## src/rtl/memif_axi_pkg.sv

```systemverilog
// rtl/memif_axi_pkg.sv - shared widths, response codes and FSM states for the AXI write arbiter
package memif_axi_pkg;

    localparam int ADDR_W = 25;
    localparam int DATA_W = 16;
    localparam int LEN_W  = 8;

    localparam logic [1:0] OKAY   = 2'b00;
    localparam logic [1:0] SLVERR = 2'b10;

    typedef enum logic [1:0] {
        IDLE = 2'd0,
        ADDR = 2'd1,
        DATA = 2'd2,
        RESP = 2'd3
    } state_t;

endpackage

```

## src/rtl/rr_arb2.sv

```systemverilog
// rtl/rr_arb2.sv - two-request round-robin picker, combinational one-hot grant
module rr_arb2 (
    input  logic [1:0] req,
    input  logic       last_grant,
    output logic [1:0] gnt
);

    // last_grant = 1 means requester 1 was served last, so requester 0 wins a tie
    always_comb begin
        gnt = req;
        if (req == 2'b11) begin
            gnt = last_grant ? 2'b01 : 2'b10;
        end
    end

endmodule

```

## src/rtl/axi_wr_arbiter.sv

```systemverilog
// rtl/axi_wr_arbiter.sv - two-port AXI write arbiter, whole-transaction grant AW -> W -> B
module axi_wr_arbiter
    import memif_axi_pkg::*;
#(
    parameter int ADDR_W = memif_axi_pkg::ADDR_W,
    parameter int DATA_W = memif_axi_pkg::DATA_W,
    parameter int LEN_W  = memif_axi_pkg::LEN_W
) (
    input  logic              clk,
    input  logic              reset,
    input  logic              m0_awvalid,
    output logic              m0_awready,
    input  logic [ADDR_W-1:0] m0_awaddr,
    input  logic [LEN_W-1:0]  m0_awlen,
    input  logic              m0_wvalid,
    output logic              m0_wready,
    input  logic [DATA_W-1:0] m0_wdata,
    input  logic              m0_wlast,
    output logic              m0_bvalid,
    input  logic              m0_bready,
    output logic [1:0]        m0_bresp,
    input  logic              m1_awvalid,
    output logic              m1_awready,
    input  logic [ADDR_W-1:0] m1_awaddr,
    input  logic [LEN_W-1:0]  m1_awlen,
    input  logic              m1_wvalid,
    output logic              m1_wready,
    input  logic [DATA_W-1:0] m1_wdata,
    input  logic              m1_wlast,
    output logic              m1_bvalid,
    input  logic              m1_bready,
    output logic [1:0]        m1_bresp,
    output logic              s_awvalid,
    input  logic              s_awready,
    output logic [ADDR_W-1:0] s_awaddr,
    output logic [LEN_W-1:0]  s_awlen,
    output logic              s_wvalid,
    input  logic              s_wready,
    output logic [DATA_W-1:0] s_wdata,
    output logic              s_wlast,
    input  logic              s_bvalid,
    output logic              s_bready,
    input  logic [1:0]        s_bresp,
    output logic [1:0]        grant,
    output logic              protocol_err
);

    state_t             state_q, state_d;
    logic [1:0]         grant_q, grant_d;
    logic               last_q, last_d;
    logic [LEN_W-1:0]   cnt_q, cnt_d;
    logic               perr_q, perr_d;
    logic [1:0]         arb_gnt;
    logic               sel;
    logic               in_addr, in_data, in_resp;

    rr_arb2 u_arb (
        .req        ({m1_awvalid, m0_awvalid}),
        .last_grant (last_q),
        .gnt        (arb_gnt)
    );

    assign sel     = grant_q[1];
    assign in_addr = (state_q == ADDR);
    assign in_data = (state_q == DATA);
    assign in_resp = (state_q == RESP);

    // Payloads follow the owner freely; only the valids/readies are state-gated
    assign s_awaddr  = sel ? m1_awaddr : m0_awaddr;
    assign s_awlen   = sel ? m1_awlen  : m0_awlen;
    assign s_wdata   = sel ? m1_wdata  : m0_wdata;
    assign s_wlast   = sel ? m1_wlast  : m0_wlast;
    assign s_awvalid = in_addr & (sel ? m1_awvalid : m0_awvalid);
    assign s_wvalid  = in_data & (sel ? m1_wvalid  : m0_wvalid);
    assign s_bready  = in_resp & (sel ? m1_bready  : m0_bready);

    assign m0_awready = in_addr & grant_q[0] & s_awready;
    assign m0_wready  = in_data & grant_q[0] & s_wready;
    assign m0_bvalid  = in_resp & grant_q[0] & s_bvalid;
    assign m0_bresp   = s_bresp;
    assign m1_awready = in_addr & grant_q[1] & s_awready;
    assign m1_wready  = in_data & grant_q[1] & s_wready;
    assign m1_bvalid  = in_resp & grant_q[1] & s_bvalid;
    assign m1_bresp   = s_bresp;

    assign grant        = grant_q;
    assign protocol_err = perr_q;

    always_comb begin
        state_d = state_q;
        grant_d = grant_q;
        last_d  = last_q;
        cnt_d   = cnt_q;
        perr_d  = perr_q;
        case (state_q)
            IDLE: begin
                if (|arb_gnt) begin
                    grant_d = arb_gnt;
                    state_d = ADDR;
                end
            end
            ADDR: begin
                if (s_awvalid && s_awready) begin
                    cnt_d   = sel ? m1_awlen : m0_awlen;
                    state_d = DATA;
                end
            end
            DATA: begin
                // wlast alone ends the burst; the count only judges whether it came on time
                if (s_wvalid && s_wready) begin
                    if (s_wlast != (cnt_q == '0)) perr_d = 1'b1;
                    if (cnt_q != '0) cnt_d = cnt_q - LEN_W'(1);
                    if (s_wlast) state_d = RESP;
                end
            end
            RESP: begin
                if (s_bvalid && s_bready) begin
                    state_d = IDLE;
                    last_d  = grant_q[1];
                    grant_d = 2'b00;
                end
            end
            default: state_d = IDLE;
        endcase
    end

    always_ff @(posedge clk) begin
        if (reset) begin
            state_q <= IDLE;
            grant_q <= 2'b00;
            last_q  <= 1'b1;
            cnt_q   <= '0;
            perr_q  <= 1'b0;
        end else begin
            state_q <= state_d;
            grant_q <= grant_d;
            last_q  <= last_d;
            cnt_q   <= cnt_d;
            perr_q  <= perr_d;
        end
    end

endmodule

```

## config.mk

```make
export PLATFORM = sky130hd
export DESIGN_NAME = axi_wr_arbiter
export DESIGN_NICKNAME = d
export VERILOG_FILES = /design/src/rtl/memif_axi_pkg.sv /design/src/rtl/rr_arb2.sv /design/src/rtl/axi_wr_arbiter.sv
export SDC_FILE = /design/constraint.sdc
export NUM_CORES = 1
export LEC_CHECK = 0
export BUFFER_PORTS_ARGS = -buffer_cell sky130_fd_sc_hd__buf_2
export CORE_MARGIN = 2
export CORE_UTILIZATION = 39
export DETAILED_ROUTE_END_ITERATION = 8
export GPL_TIMING_DRIVEN = 0
export PLACE_DENSITY = 0.88
export SLEW_MARGIN = 10
export SYNTH_ARGS = -nofsm -noshare
export SYNTH_HDL_FRONTEND = slang
export SYNTH_SLANG_ARGS = --single-unit
```

## constraint.sdc

```tcl
create_clock -name clk -period 4.9 [get_ports clk]
set_input_delay 0.98 -clock clk [delete_from_list [all_inputs] [get_ports clk]]
set_output_delay 0.98 -clock clk [all_outputs]
set_load 0.05 [all_outputs]
```

; ---- Word-level counts from Yosys, hierarchy flattened
; Index checks and enable logic that the tools add are counted.
[word_totals]
register_bits = 14
input_bits = 113
output_inout_bits = 66
word_cells = 67
[op_classes]
addsub = 1
eq_ne = 11
n_mux = 21
bitwise = 15
reduce_logical = 14
[op_table]
columns = cell, n
row1 = $mux 8, 4
row2 = $mux 25, 1
row3 = $mux 16, 1
row4 = $mux 2, 8
row5 = $pmux 8 s2, 1
row6 = $and 1x1->1, 15
row7 = $logic_not 8->1, 1
row8 = $ne 2x1->1 const B, 4
row9 = $pmux 2 s4, 1
row10 = $reduce_bool 8->1, 1
row11 = $sub 8x1->8 const B, 1
row12 = $eq 2x2->1 const B, 3
row13 = $reduce_and 3->1, 2
row14 = $reduce_and 5->1, 1
row15 = $mux 1, 4
row16 = $ne 2x2->1 const B, 2
row17 = $pmux 2 s2, 1
row18 = $reduce_and 4->1, 1
row19 = $reduce_bool 2->1, 2
row20 = $logic_and 1x1->1, 3
row21 = $eq 2x1->1 const B, 1
row22 = $logic_not 2->1, 1
row23 = $reduce_and 2->1, 1
row24 = $reduce_or 2->1, 1
row25 = $ne 1x1->1, 1

; ---- Longest topological paths before layout
; Gate-level depths: netlist of the first run.
[depth]
ltp_word = 5
mapped_depth = 8
mapped_depth_nobuf = 6

; ---- Hierarchy
; A second synthesis of the first run with hierarchy kept.
[hier_totals]
cells_unflattened = 191
area_unflattened_um2 = 1652.8
[by_module_without_submodules]
columns = module, instances, cells_per_inst, area_per_inst_um2, seq_area_each_um2
row1 = axi_wr_arbiter, 1, 188, 1634.1, 280.3
row2 = rr_arb2, 1, 3, 18.8, 0.0

; ---- Worst setup path before layout of the first run
; No wires, ideal clock.
[synth_path]
kind = register to output
startpoint = register grant_q[1], in the netlist grant[1]
endpoint = output port m1_awready
t_arrival_ps = 2018
required_time_ps = 3920
slack_ps = 1902
stages_incl_launch_ff = 6
path_buffers = 4
path_cell_list = dfxtp_1 > buf_4 > buf_4 > buf_2 > buf_1 > and3_1
[synth_via]
elab_chain_len = 2
[synth_lines]
columns = item, line_no
row1 = start: declaration, axi_wr_arbiter.sv:49  ; logic [1:0] grant_q, grant_d;
row2 = start signal: assignment, axi_wr_arbiter.sv:136  ; grant_q <= grant_d;
row3 = $and 1x1->1 (2 in a row), axi_wr_arbiter.sv:81  ; assign m1_awready = in_addr & grant_q[1] & s_awready;
row4 = end: declaration, axi_wr_arbiter.sv:23  ; output logic m1_awready,
; Every way passes these cells.

; ---- Final worst setup path of the first run
[layout_path]
startpoint = register grant_q[1], in the netlist grant[1]
endpoint = output port s_wdata[12]
[layout_via]
elab_chain_len = 1
[layout_lines]
columns = item, line_no
row1 = $mux 16, axi_wr_arbiter.sv:71  ; assign s_wdata = sel ? m1_wdata : m0_wdata;
row2 = end: declaration, axi_wr_arbiter.sv:39  ; output logic [DATA_W-1:0] s_wdata,
; Every way passes these cells.

==> results of run 1 <==
power by group through the flow:
| stage | clock network, mW | logic [mW] | registers, mW |
|---|---|---|---|
| 2_1_floorplan | 0 | 0.738 | 0.216 |
| 5_1_grt | 0.105 | 1.05 | 0.214 |
| 6_report | 0.0970 | 0.990 | 0.210 |
| 3_5_place_dp | 0 | 0.978 | 0.210 |
| 3_3_place_gp | 0 | 0.964 | 0.206 |
| 4_1_cts | 0.0974 | 0.982 | 0.207 |
per-layer routing:
| metal | track usage [%] | share of wire [%] | wire [um] | up-vias |
|---|---|---|---|---|
| met2 | 51.2 | 51 | 3720 | 118 |
| met5 | 0 | 0 | 0 | - |
| met1 | 30.8 | 37 | 2730 | 1062 |
| met4 | 12.0 | 3.8 | 282 | 0 |
| met3 | 5.19 | 8.1 | 593 | 25 |
| li1 | - | - | - | 1110 |
sequential cells by signal (all words and copies together) (netlist names):
name          cells
last_q            1
state_q           2
grant             2
cnt_q             8
protocol_err      1
cells by family after synthesis:
| family | count (synthesis) | share of synthesized area (%) |
|---|---|---|
| multiplexers | 55 | 35.8 |
| AND/OR/NAND/NOR | 53 | 16.7 |
| AO/OA/AOI/OAI | 42 | 18.6 |
| buffers and inverters | 30 | 8.24 |
| flip-flops | 14 | 16.3 |
| adder cells (fa/ha/maj) | 6 | 4.37 |
worst min path at each step:
stage / startpoint / end / depth (start not counted)
floorplan: cnt_q[7] / cnt_q[7] / 2
global placement: protocol_err / protocol_err / 2
detailed placement: protocol_err / protocol_err / 2
CTS: protocol_err / protocol_err / 2
global route: protocol_err / protocol_err / 2
finish: protocol_err / protocol_err / 2
cell type report:
cell class,count,area share [%]
Buffer,17,3.42
Clock buffer,3,1.53
Inverter,13,1.80
Multi-Input combinational cell,156,47.9
Sequential cell,14,10.4
Tap cell,52,2.41
Timing Repair Buffer,176,32.6
cell usage in the layout (no fill, tap or decap), types with 2 or more instances in the layout:
cell type    n
nor3b_1      2
mux2_2      48
nand2_1      5
and3_1       7
a211oi_1     2
a2111oi_0    2
o21ai_0      4
dfxtp_1     14
o32ai_1      4
or4_1        2
or3_1        3
nor2b_1      2
buf_4        6
a31oi_1      4
nand3_1      3
clkbuf_8     3
nor4_1       3
a21oi_1      7
nand4_1      2
buf_2      181
clkbuf_1     4
o31ai_1      3
nor2_1      15
inv_1       13
buf_1        2
ha_1         6
a31o_2       2
nand2b_1     3
mux2i_1      6
nor3_1       3
metrics by stage:
stage | hold slack [ps] | cells | cell area, sq um
3_5_place_dp | 454 | 428 | 2660
5_1_grt | 507 | 431 | 2700
4_1_cts | 468 | 431 | 2700
3_3_place_gp | 445 | 428 | 2660
6_report | 466 | 431 | 2700
2_1_floorplan | 474 | 200 | 1720
worst register-to-register path, cell delays in order (launching register included):
cell     delay (ps)
dfxtp_1         330
inv_1           110
ha_1            200
nor3b_1         500
a21oi_1         130
or4_1           400
a32o_1          260
==> impl_metrics.env, run 1 <==
export IMPL_status="finished clean"
export IMPL_drv_cap=0
export IMPL_cts_root_buf="clkbuf_8"
export IMPL_synth_most_common_cell="mux2_2"
export IMPL_syn2layout_area_growth_pct=57.5
export IMPL_worst_pin_slew_ps=568
export IMPL_regToRegStartpoint="cnt_q[0]"
export IMPL_syn_inst=200
export IMPL_synthesis_area_sq_mm=0.00172
export IMPL_via_count=2315
export IMPL_p_leak_nw=1.41
export IMPL_die_w_um=70.3
export IMPL_insertion_delay_ps=250
export IMPL_cts_resized=0
export IMPL_setup_viol=0
export IMPL_slew_headroom_pct=62.1
export IMPL_fmax_ghz=0.313
export IMPL_ys_ff_latch=14
export IMPL_min_period_ps=3200
export IMPL_slew_viol_final=0
export IMPL_fin_setup_tns_ps=0
export IMPL_numClockSinks=14
export IMPL_clock_path_buffers=2
export IMPL_fp_dieArea_sq_mm=0.00495
export IMPL_power_mw=1.30
export IMPL_ys_warn_count=0
export IMPL_hold_viol=0
export IMPL_yosys_cell_types_count=47
export IMPL_cp_end_kind="output pin"
export IMPL_ant_nets=0
export IMPL_holdBufCountCts=0
export IMPL_grt_pass1_wl_um=10800
export IMPL_layout_drive_gt1_share_pct=64.1
export IMPL_path_depth=6
export IMPL_setup_worst_path_end="s_wdata[12]"
export IMPL_synth_area_leaders="mux2_2, dfxtp_1, ha_1, mux2i_1, nor2_1"
export IMPL_postCtsSetupBuffers=0
export IMPL_regToRegSetupSlack_ps=2860
export IMPL_cpPeakStageDelay_ps=410
export IMPL_globalplace_congestion=1.00
export IMPL_htreeDepth=1
export IMPL_swShare_pct=57.5
export IMPL_clkTransAtPathRegs_ps=60
export IMPL_irDropWorstVdd_uv=360
export IMPL_cts_tree="done"
export IMPL_ys_async_sr_fraction_pct=0
export IMPL_rr_worst_depth=6
export IMPL_crit_start="grant[1]"
export IMPL_post_route_util_pct=63.0
export IMPL_synth_edf_count=0
export IMPL_routed_wl_um=7330
export IMPL_post_drt_wl_per_cell_um=17.0
export IMPL_syn_area_per_cell_sq_um=8.58
export IMPL_rsz0062_at_grt="no"
export IMPL_power_switching_mw=0.746
export IMPL_grt_pass1_vias=2230
export IMPL_pre_cts_slack_ps=1960
export IMPL_hold_class="reg2reg"
export IMPL_powerDensity_mw_per_mm2=480
export IMPL_seqPwrFrac_pct=16.2
export IMPL_power_frac_comb_pct=76.3
export IMPL_dpl_hpwl_um=6240
export IMPL_synth_area_leader_cell="mux2_2"
export IMPL_cp_slowest_cell="buf_1"
export IMPL_setup_worst_path_start_class="flip-flop"
export IMPL_multiInputGateArea_sq_mm=0.00129
export IMPL_first_iter_violations=80
export IMPL_num_antenna_cells=0
export IMPL_portBuffers=176
export IMPL_via_per_inst=5.37
export IMPL_critPathTopFamily="buffers and inverters"
export IMPL_critPathKind="reg2out"
export IMPL_clock_power_share_pct=7.5
export IMPL_final_nets=500
export IMPL_drc_errors=0
export IMPL_gr_total_overflow=0
export IMPL_regArea_sq_um=280
export IMPL_synth_top_cell_area_share_pct=31.5
export IMPL_cp_arrival_ps=2220
export IMPL_worstPathCellList="buf_4, buf_4, buf_2, buf_1, mux2_2, buf_2"
export IMPL_grt_max_degree=11
export IMPL_crit_required_ps=3920
export IMPL_syn_num_nets=319
export IMPL_r2r_end="cnt_q[6]"
export IMPL_path_max_fanout=10
export IMPL_ys_top_cells_by_count="mux2_2, nor2_1, dfxtp_1"
export IMPL_grtUsageTotal_pct=27.8
export IMPL_p_int_mw=0.552
export IMPL_skew_ps=0.609
export IMPL_antenna_found_initial=0
export IMPL_crit_buf_inv=5
export IMPL_cts_buffers_inserted=3
export IMPL_first_pass_iters=4
export IMPL_core_sq_mm=0.00429
export IMPL_yosysSeqAreaShare_pct=16.3
export IMPL_initial_core_util_pct=40.0
export IMPL_n_fill_cell=384
export IMPL_fin_crit_sh_pct=65.2
export IMPL_placementRows=24
export IMPL_yosys_most_used_dff="dfxtp_1"
export IMPL_dieHeight_um=70.3
export IMPL_design_portCount=179
export IMPL_setup_ws_ps=1700
Power figures use the tool's default switching activity.
==> inputs of run 2 (changes only) <==
--- a/config.mk
+++ b/config.mk
@@ -7,10 +7,10 @@
 export LEC_CHECK = 0
 export BUFFER_PORTS_ARGS = -buffer_cell sky130_fd_sc_hd__buf_2
 export CORE_MARGIN = 2
-export CORE_UTILIZATION = 39
+export CORE_UTILIZATION = 36
 export DETAILED_ROUTE_END_ITERATION = 8
 export GPL_TIMING_DRIVEN = 0
-export PLACE_DENSITY = 0.88
+export PLACE_DENSITY = 0.82
 export SLEW_MARGIN = 10
 export SYNTH_ARGS = -nofsm -noshare
 export SYNTH_HDL_FRONTEND = slang
==> constraint.sdc (replaced) <==
create_clock -name clk -period 3.1 [get_ports clk]
set_input_delay 0.62 -clock clk [delete_from_list [all_inputs] [get_ports clk]]
set_output_delay 0.62 -clock clk [all_outputs]
set_load 0.05 [all_outputs]
==> impl_metrics.env, run 2 (same netlist as run 1, synthesis figures left out) <==
export IMPL_status="finished clean"
export IMPL_layout_drive_gt1_share_pct=64.1
export IMPL_path_max_fanout=10
export IMPL_final_common_cell="buf_2"
export IMPL_portBuffers=176
export IMPL_cp_arrival_ps=2270
export IMPL_num_antenna_cells=0
export IMPL_crit_required_ps=2480
export IMPL_antenna_found_initial=0
export IMPL_p_leak_nw=1.41
export IMPL_critPathKind="reg2out"
export IMPL_dieHeight_um=73.1
export IMPL_skew_ps=3.26
export IMPL_post_route_util_pct=58.1
export IMPL_cpPeakStageDelay_ps=440
export IMPL_globalplace_congestion=0.898
export IMPL_clock_path_buffers=2
export IMPL_slew_viol_final=0
export IMPL_placementRows=25
export IMPL_largest_register_ffs=8
export IMPL_initial_core_util_pct=36.8
export IMPL_syn2layout_area_growth_pct=57.7
export IMPL_powerDensity_mw_per_mm2=757
export IMPL_fin_crit_sh_pct=93.2
export IMPL_first_iter_violations=121
export IMPL_top_register="cnt_q"
export IMPL_setup_viol=0
export IMPL_insertion_delay_ps=250
export IMPL_irDropWorstVdd_uv=461
export IMPL_layout_common_cells="buf_2, mux2_2, nor2_1, dfxtp_1, inv_1"
export IMPL_worst_pin_slew_ps=672
export IMPL_postCtsSetupBuffers=0
export IMPL_drc_errors=0
export IMPL_dpl_hpwl_um=6130
export IMPL_final_nets=500
export IMPL_routed_wl_um=7330
export IMPL_n_fill_cell=413
export IMPL_gr_total_overflow=0
export IMPL_hold_class="reg2reg"
export IMPL_crit_buf_inv=5
export IMPL_die_w_um=73.1
export IMPL_grt_pass1_wl_um=10600
export IMPL_hold_viol=0
export IMPL_rsz0062_at_grt="no"
export IMPL_cts_tree="done"
export IMPL_via_per_inst=5.36
export IMPL_fmax_ghz=0.346
export IMPL_fp_dieArea_sq_mm=0.00534
export IMPL_setup_ws_ps=211
export IMPL_via_count=2320
export IMPL_pre_cts_slack_ps=486
export IMPL_holdBufCountCts=0
export IMPL_grtUsageTotal_pct=26.0
export IMPL_ant_nets=0
export IMPL_clkTransAtPathRegs_ps=60
export IMPL_worstPathCellList="buf_4, buf_4, buf_2, buf_1, mux2_2, buf_2"
export IMPL_grt_max_degree=11
export IMPL_cts_buffers_inserted=3
export IMPL_core_sq_mm=0.00466
export IMPL_critPathTopFamily="buffers and inverters"
export IMPL_numClockSinks=14
export IMPL_slew_headroom_pct=54.8
export IMPL_grt_pass1_vias=2109
export IMPL_htreeDepth=1
export IMPL_cp_end_kind="output pin"
export IMPL_setup_worst_path_start_class="flip-flop"
export IMPL_cp_slowest_cell="buf_1"
export IMPL_min_period_ps=2890
export IMPL_cts_root_buf="clkbuf_8"
export IMPL_first_pass_iters=4
export IMPL_design_portCount=179
export IMPL_cts_resized=0
export IMPL_drv_cap=0
export IMPL_post_drt_wl_per_cell_um=16.9
export IMPL_fin_setup_tns_ps=0
[run 2: cell counts in the layout (fill, tap and decap cells not counted)]
No cell type changed its count.
[run 2: report_power, final]
group | switching (mW) | internal [mW]
logic | 1.04 | 0.532
clock network | 0.0663 | 0.0860
registers | 0.0771 | 0.252
[run 2: stage by stage]
| stage | hold WS (ps) | total power, mW | cells | instance area [sq um] |
|---|---|---|---|---|
| 2_1_floorplan | 474 | 1.51 | 200 | 1720 |
| 3_3_place_gp | 444 | 1.85 | 430 | 2670 |
| 3_5_place_dp | 459 | 1.87 | 430 | 2670 |
| 4_1_cts | 472 | 2.03 | 433 | 2710 |
| 5_1_grt | 517 | 2.18 | 433 | 2710 |
| 6_report | 469 | 2.05 | 433 | 2710 |
[run 2: final timing paths]
| kind | depth (start not counted) | slack (ps) | startpoint | endpoint |
|---|---|---|---|---|
| max | 6 | 210 | grant[1] | s_wdata[14] |
| min | 2 | 470 | protocol_err | protocol_err |
| min reg2reg | 2 | 470 | protocol_err | protocol_err |
| max reg2reg | 8 | 1000 | state_q[0] | cnt_q[5] |
[run 2: final cells by class]
type                            count  area, sq um  share of cell area [%]
Sequential cell                    14          280                    10.4
Clock buffer                        3         41.3                    1.53
Timing Repair Buffer              176          881                    32.5
Tap cell                           54         67.6                    2.50
Buffer                             17         92.6                    3.42
Multi-Input combinational cell    156         1290                    47.9
Inverter                           13         48.8                    1.80
[run 2: worst register-to-register path, delay by kind of cell (launching register included)]
kind / cells / cell delay [ps]
buf+inv: 4 / 810
flops: 1 / 380
simple gates: 1 / 330
fa+ha+maj: 1 / 200
compound gates: 2 / 250
[run 2: per-layer routing]
layer  GRT usage, %  share of wire, %  vias up
li1               -                 -     1109
met1           30.9                39     1081
met2           46.9                50      117
met3           4.97               9.1       13
met4           7.41               2.2        0
met5              0                 0        -
